$ cat config.mk
export PLATFORM = sky130hd
export DESIGN_NAME = muldiv_seq
export DESIGN_NICKNAME = d
export VERILOG_FILES = /design/src/rtl/muldiv_pkg.sv /design/src/rtl/muldiv_step.sv /design/src/rtl/muldiv_seq.sv
export SDC_FILE = /design/constraint.sdc
export NUM_CORES = 1
export LEC_CHECK = 0
export ABC_CLOCK_PERIOD_IN_PS = 8800
export CORE_ASPECT_RATIO = 0.6
export CORE_UTILIZATION = 45
export CTS_CLUSTER_DIAMETER = 150
export DETAILED_ROUTE_END_ITERATION = 7
export MAX_ROUTING_LAYER = met4
export PLACE_DENSITY_LB_ADDON = 0.12
export SYNTH_ARGS = -nofsm -noshare
export SYNTH_HDL_FRONTEND = slang
export SYNTH_SLANG_ARGS = --single-unit
$ cat constraint.sdc
create_clock -name clk -period 8.8 [get_ports clk]
set_clock_uncertainty 0.2 [all_clocks]
set_input_delay 0.88 -clock clk [delete_from_list [all_inputs] [get_ports clk]]
set_output_delay 0.88 -clock clk [all_outputs]
set_load 0.05 [all_outputs]
$ cat src/rtl/muldiv_pkg.sv
// muldiv_pkg: shared types and sizing for the iterative multiply/divide sequencer.
// Holds the operation encoding, the FSM state encoding and the iteration counter width.
package muldiv_pkg;

    // M-extension operations handled by the sequencer
    typedef enum logic [1:0] {
        OP_MUL   = 2'b00,
        OP_MULHU = 2'b01,
        OP_DIVU  = 2'b10,
        OP_REMU  = 2'b11
    } muldiv_op_e;

    // Sequencer FSM states
    typedef enum logic [1:0] {
        S_IDLE = 2'b00,
        S_CALC = 2'b01,
        S_DONE = 2'b10
    } muldiv_state_e;

    // Counter must reach DATA_WIDTH-1, one spare bit keeps the compare simple
    function automatic int cnt_width(input int w);
        return $clog2(w) + 1;
    endfunction

    // Counter width for the default 32-bit datapath
    localparam int CNT_W = cnt_width(32);

endpackage

$ cat src/rtl/muldiv_step.sv
// muldiv_step: one combinational iteration of the sequencer.
// Multiply: unsigned shift-add on a {high, low} product register, the multiplier
// sits in the low half and is consumed LSB first.
// Divide (only when MULDIV_SEQ_DIV_EN is defined): restoring shift-subtract, the
// partial remainder lives in the high half and the quotient is shifted into the low half.
module muldiv_step
    import muldiv_pkg::*;
#(
    parameter int DATA_WIDTH = 32
) (
    input  logic [2*DATA_WIDTH-1:0] acc_i,
    input  logic [DATA_WIDTH-1:0]   opnd_i,
    input  logic [1:0]              op_i,
    output logic [2*DATA_WIDTH-1:0] acc_o
);

    localparam int W = DATA_WIDTH;

    logic [W:0] mul_sum;

`ifdef MULDIV_SEQ_DIV_EN
    logic [W:0] rem_sh;
    logic [W:0] trial;
    logic       borrow;
`else
    logic       unused_op;
    assign unused_op = ^op_i;
`endif

    // Single iteration: add-and-shift for multiply, trial-subtract-and-shift for divide
    always_comb begin
        mul_sum = {1'b0, acc_i[2*W-1:W]} + (acc_i[0] ? {1'b0, opnd_i} : {(W+1){1'b0}});
        acc_o   = {mul_sum, acc_i[W-1:1]};
`ifdef MULDIV_SEQ_DIV_EN
        // Remainder stays below the divisor, so the W+1-bit difference is a
        // correctly signed value and its MSB is the borrow. A zero divisor never
        // borrows: the quotient fills with ones and the dividend bits end up in
        // the remainder, which is exactly the RISC-V divide-by-zero result.
        rem_sh = {acc_i[2*W-1:W], acc_i[W-1]};
        trial  = rem_sh - {1'b0, opnd_i};
        borrow = trial[W] & (|opnd_i);
        if (op_i[1]) begin
            acc_o = {(borrow ? rem_sh[W-1:0] : trial[W-1:0]), acc_i[W-2:0], ~borrow};
        end
`endif
    end

endmodule

$ cat src/rtl/muldiv_seq.sv
// muldiv_seq: iterative MUL/MULHU/DIVU/REMU sequencer for the execute stage.
// One iteration per cycle over DATA_WIDTH cycles; stalls the pipeline until done.
// Build option MULDIV_SEQ_DIV_EN: when undefined the divide datapath is removed and
// DIVU/REMU complete on the next edge with a zero result.
module muldiv_seq
    import muldiv_pkg::*;
#(
    parameter int DATA_WIDTH = 32
) (
    input  logic                  clk,
    input  logic                  rst_n,
    input  logic                  start,
    input  logic [1:0]            op,
    input  logic [DATA_WIDTH-1:0] op_a,
    input  logic [DATA_WIDTH-1:0] op_b,
    input  logic                  flush,
    output logic                  busy,
    output logic                  done,
    output logic [DATA_WIDTH-1:0] result,
    output logic                  stall
);

    localparam int W  = DATA_WIDTH;
    localparam int CW = cnt_width(DATA_WIDTH);

    muldiv_state_e     state_q, state_d;
    logic [CW-1:0]     count_q, count_d;
    logic              busy_q, busy_d;
    logic              done_q, done_d;
    logic [W-1:0]      result_q, result_d;

    muldiv_op_e        op_q;
    logic [W-1:0]      opnd_q;
    logic [2*W-1:0]    acc_q;
    logic [2*W-1:0]    step_acc;

    logic              accept;
    logic              last_step;

    assign accept    = start & ~flush & ((state_q == S_IDLE) | (state_q == S_DONE));
    assign last_step = (count_q == CW'(DATA_WIDTH - 1));

    assign stall  = (state_q == S_CALC) | accept;
    assign busy   = busy_q;
    assign done   = done_q;
    assign result = result_q;

    muldiv_step #(
        .DATA_WIDTH(DATA_WIDTH)
    ) u_step (
        .acc_i (acc_q),
        .opnd_i(opnd_q),
        .op_i  (op_q),
        .acc_o (step_acc)
    );

    // Next-state, counter and registered-output logic
    always_comb begin
        state_d  = state_q;
        count_d  = count_q;
        result_d = result_q;

        case (state_q)
            S_IDLE, S_DONE: begin
                state_d = S_IDLE;
                if (accept) begin
                    count_d = '0;
`ifdef MULDIV_SEQ_DIV_EN
                    state_d = S_CALC;
`else
                    // Without a divider, divide ops report a zero result straight away
                    if (op[1]) begin
                        state_d  = S_DONE;
                        result_d = '0;
                    end else begin
                        state_d = S_CALC;
                    end
`endif
                end
            end
            S_CALC: begin
                count_d = count_q + CW'(1);
                if (last_step) begin
                    state_d  = S_DONE;
                    result_d = ((op_q == OP_MULHU) || (op_q == OP_REMU)) ?
                               step_acc[2*W-1:W] : step_acc[W-1:0];
                end
            end
            default: state_d = S_IDLE;
        endcase

        // Flush aborts everything; result keeps whatever it held before
        if (flush) begin
            state_d  = S_IDLE;
            result_d = result_q;
        end

        busy_d = (state_d == S_CALC);
        done_d = (state_d == S_DONE);
    end

    // Control state and registered outputs
    always_ff @(posedge clk or negedge rst_n) begin
        if (!rst_n) begin
            state_q  <= S_IDLE;
            count_q  <= '0;
            busy_q   <= 1'b0;
            done_q   <= 1'b0;
            result_q <= '0;
        end else begin
            state_q  <= state_d;
            count_q  <= count_d;
            busy_q   <= busy_d;
            done_q   <= done_d;
            result_q <= result_d;
        end
    end

    // Operand capture at accept, one iteration per CALC cycle
    always_ff @(posedge clk) begin
        if (accept) begin
            op_q   <= muldiv_op_e'(op);
            opnd_q <= op[1] ? op_b : op_a;
            acc_q  <= {{W{1'b0}}, (op[1] ? op_a : op_b)};
        end else if (state_q == S_CALC) begin
            acc_q <= step_acc;
        end
    end

endmodule

==> summary.txt <==
OUTCOME
--------------------------------------------------------------------------------
Run status ........................................................    completed

LOGIC SYNTHESIS
--------------------------------------------------------------------------------
Synthesized cell area .............................................   7750 sq um
Cell types with the largest area share after synthesis ............ sky130_fd_sc_hd__edfxtp_1, sky130_fd_sc_hd__dfrtp_1, sky130_fd_sc_hd__dfxtp_1, sky130_fd_sc_hd__ha_1, sky130_fd_sc_hd__mux2i_1
Post-synthesis net count ..........................................          866
Number of enable-type register cells in the synthesized netlist ...           65
Share of synthesized registers carrying an async set or reset .....        0.302
Flip-flop and latch count after synthesis .........................          139
Warning count from the yosys run ..................................            0
Post-synth top cells .............................................. sky130_fd_sc_hd__a21oi_1, sky130_fd_sc_hd__edfxtp_1, sky130_fd_sc_hd__nand2_1, sky130_fd_sc_hd__nor2_1, sky130_fd_sc_hd__o21ai_0
Avg Cell Area, Syn ................................................   10.2 sq um
Count of different cell masters after synthesis ...................           59
Post-synth top area cell .......................................... sky130_fd_sc_hd__edfxtp_1
Number of instances in the synthesized netlist ....................          762
Share of the yosys chip area belonging to registers ...............        0.470
Dominant register cell in the synthesized netlist ................. sky130_fd_sc_hd__edfxtp_1
Area share of the leading cell type in the synthesized netlist ....        0.252

SETUP PATH
--------------------------------------------------------------------------------
Kind of critical path .............................................    in -> out
Cell depth of the worst flop-to-flop path .........................           11
End of the worst register-to-register path ........................ acc_q[59]$_SDFFE_PP0P_
Startpoint type of the worst setup path ...........................    input pin
Endpoint kind of the worst setup timing path ......................  output port
Reg2reg start ..................................................... acc_q[0]$_DFFE_PP_
Worst endpoint data arrival time ..................................      3.58 ns
Cell at the slowest stage of the critical path .................... sky130_fd_sc_hd__clkdlybuf4s50_1
Ordered list of cells on the worst path ........................... clkdlybuf4s50_1, nand2b_1, nor2_4, buf_4, nor2_1, inv_1, buf_4, clkdlybuf4s50_1
Largest stage delay on the critical path ..........................      0.89 ns
Reg-to-reg setup timing slack .....................................      5.15 ns
Biggest fanout along the worst timing path ........................           50
Required time at the worst-slack endpoint .........................      7.72 ns

STA
--------------------------------------------------------------------------------
Final TNS setup ...................................................         0 ns
Top achievable clock speed ........................................      215 MHz
Slew HR ...........................................................        0.287
Post-layout worst setup margin ....................................      4.14 ns
Post-route fraction of the period consumed by the critical path ...        0.529
RSZ-0062 raised after global routing ..............................           no
Number of pins with negative max-slew slack in the final report ...            0
Post-layout minimum cycle time ....................................      4.66 ns
Final hold vios ...................................................            0
Worst Max-Slew Pin Slew ...........................................      1.07 ns
Number of setup violations in the final report ....................            0

PLACE
--------------------------------------------------------------------------------
Dpl ws ............................................................      4.12 ns
Post-placement cell area ..........................................   8960 sq um
Last weighted congestion value of the routability-driven placer ...        0.930
Count of buffers inserted at the top-level ports ..................          104
Post-DP HPWL ......................................................      16.4 mm

HOLD PATH
--------------------------------------------------------------------------------
Hold Path Depth ...................................................            2
Hold Path Class ...................................................   reg -> reg
Capture endpoint of the worst hold path ........................... acc_q[57]$_SDFFE_PP0P_
Worst hold path startpoint ........................................ acc_q[57]$_SDFFE_PP0P_

GLOBAL ROUTING
--------------------------------------------------------------------------------
Number of global-route vias before repair .........................         5837
Pin count of the biggest net entering global routing ..............           61
Total global routing track utilization ............................        0.266
Number of antenna violations at the first check in global routing .            0
Sum of overflow across all layers after global routing ............            0
Global-route wire length before repair ............................      33.9 mm

POWER AND IR DROP
--------------------------------------------------------------------------------
Internal power of the cells .......................................      1330 uW
Reg power frac ....................................................        0.394
Portion of total power attributed to combinational logic ..........        0.259
Worst supply voltage drop on vdd ..................................     0.130 mV
Fraction of power spent switching nets ............................        0.339
Leak pwr ..........................................................   0.00388 uW
Net load switching power ..........................................       685 uW
P per Cell Area ...................................................  212 nW/um^2
Share of power burned in the clock network ........................        0.347

CLOCKING
--------------------------------------------------------------------------------
Buffers from clock root to sink, at most ..........................            2
Clock tree from TritonCTS .........................................        built
Clock H-tree levels ...............................................            4
Number of instances resized during post-cts repair ................            0
Number of post-CTS setup repair buffers ...........................            0
Total of hold buffers inserted after clock tree synthesis .........            0
Clock root cell ................................................... sky130_fd_sc_hd__clkbuf_16
Num CTS Buffers ...................................................           17
Clock transition at path regs .....................................      0.06 ns
Clk_lat worst skew ................................................      0.42 ns
Clk sink count ....................................................          139

DIE
--------------------------------------------------------------------------------
Die Wd ............................................................       171 um
Number of top-level design ports ..................................          105
Placeable core region .............................................  16500 sq um
Number of rows in the core area ...................................           36
Initial core utilization ..........................................        0.469
Area enclosed by the die boundary .................................  17800 sq um
Die height ........................................................       104 um

RUN
--------------------------------------------------------------------------------
Max_cap viols .....................................................            0

ROUTE
--------------------------------------------------------------------------------
Total via count after detailed routing ............................         6206
Wire length reported by the detailed router .......................      22.2 mm
Post-detailed-route via-to-cell ratio .............................         5.71
Iteration-0 DRC Markers ...........................................          624
DRC errors left ...................................................            0
Routed WL per cell ................................................      20.5 um
First drt pass iteration count ....................................            5
Final antenna-violating net count .................................            0

FINAL LAYOUT
--------------------------------------------------------------------------------
Final design area excluding fillers ...............................   9520 sq um
Fraction of final layout cells with drive strength greater than 1 .        0.100
Antenna cells .....................................................            0
Synth-to-Final Area Change ........................................        22.9%
Final-stage net count .............................................          950

## area by class of cell
type	count	area, sq um
clock inverter	14	138
multi-input combinational	558	3870
tap	228	285
sequential	139	3640
clock buffer	18	429
fill	1446	7010
timing repair buffer	113	1100
inverter	17	63.8
## through the flow
stage	util	cells	hold slack (ns)	power, uW
floorplan	-	762	0.231	1140
global route	0.576	1087	0.295	2110
detailed placement	0.542	1055	0.246	1320
finish	0.576	1087	0.257	2020
CTS	0.576	1087	0.256	2020
global placement	0.542	1055	0.241	1310
## how the worst max path moves through the flow
stage | from | end
after floorplan | start | stall
after global placement | start | stall
after detailed placement | start | stall
after CTS | start | stall
after global routing | start | stall
final | start | stall
## metal layers
layer / wire length [um] / track usage / part of all wire
met1: 11900 / 0.437 / 0.54
met3: 2240 / 0.0776 / 0.10
met4: 183 / 0.0561 / 0.0082
met2: 7870 / 0.302 / 0.35
met5: 0 / - / 0
## power groups by stage
stage / logic (uW) / clock network (uW) / registers [uW]
floorplan: 346 / 0 / 797
global placement: 501 / 0 / 805
detailed placement: 508 / 0 / 807
CTS: 513 / 710 / 795
global route: 568 / 736 / 804
finish: 523 / 701 / 796
## worst max-delay path, delay by kind of cell
kind / cells / cell delay [ns]
simple gates: 3 / 0.38
buf+inv: 5 / 2.26
## sequential cells by signal (all words and copies together) (netlist names)
| register | cells |
|---|---|
| done | 1 |
| result | 32 |
| count_q | 6 |
| state_q | 2 |
| opnd_q | 32 |
| busy | 1 |
| acc_q | 64 |
| op_q | 1 |
## logic make-up after synthesis
logic type / after synthesis / share of synthesized area
AO/OA/AOI/OAI: 229 / 0.193
flip-flops: 139 / 0.470
buffers and inverters: 65 / 0.0328
multiplexers: 69 / 0.0943
XOR/XNOR: 30 / 0.0339
AND/OR/NAND/NOR: 196 / 0.120
adder cells (fa/ha/maj): 34 / 0.0559
## cell usage in the layout, fill, tap and decap left out, types with 8 or more instances in the layout
| master | instances |
|---|---|
| sky130_fd_sc_hd__dfxtp_1 | 32 |
| sky130_fd_sc_hd__xnor2_1 | 17 |
| sky130_fd_sc_hd__nand4_1 | 9 |
| sky130_fd_sc_hd__nor2_1 | 58 |
| sky130_fd_sc_hd__buf_4 | 9 |
| sky130_fd_sc_hd__a22oi_1 | 10 |
| sky130_fd_sc_hd__o21ai_0 | 49 |
| sky130_fd_sc_hd__edfxtp_1 | 65 |
| sky130_fd_sc_hd__dfrtp_1 | 42 |
| sky130_fd_sc_hd__mux2_2 | 32 |
| sky130_fd_sc_hd__a21o_1 | 15 |
| sky130_fd_sc_hd__and2_1 | 34 |
| sky130_fd_sc_hd__nand2_1 | 63 |
| sky130_fd_sc_hd__a22o_1 | 26 |
| sky130_fd_sc_hd__a21oi_1 | 65 |
| sky130_fd_sc_hd__xor2_1 | 13 |
| sky130_fd_sc_hd__clkdlybuf4s50_1 | 102 |
| sky130_fd_sc_hd__inv_1 | 17 |
| sky130_fd_sc_hd__clkbuf_16 | 17 |
| sky130_fd_sc_hd__ha_1 | 33 |
| sky130_fd_sc_hd__mux2i_1 | 37 |
| sky130_fd_sc_hd__o22ai_1 | 8 |
(Power assumes the default switching activity.)
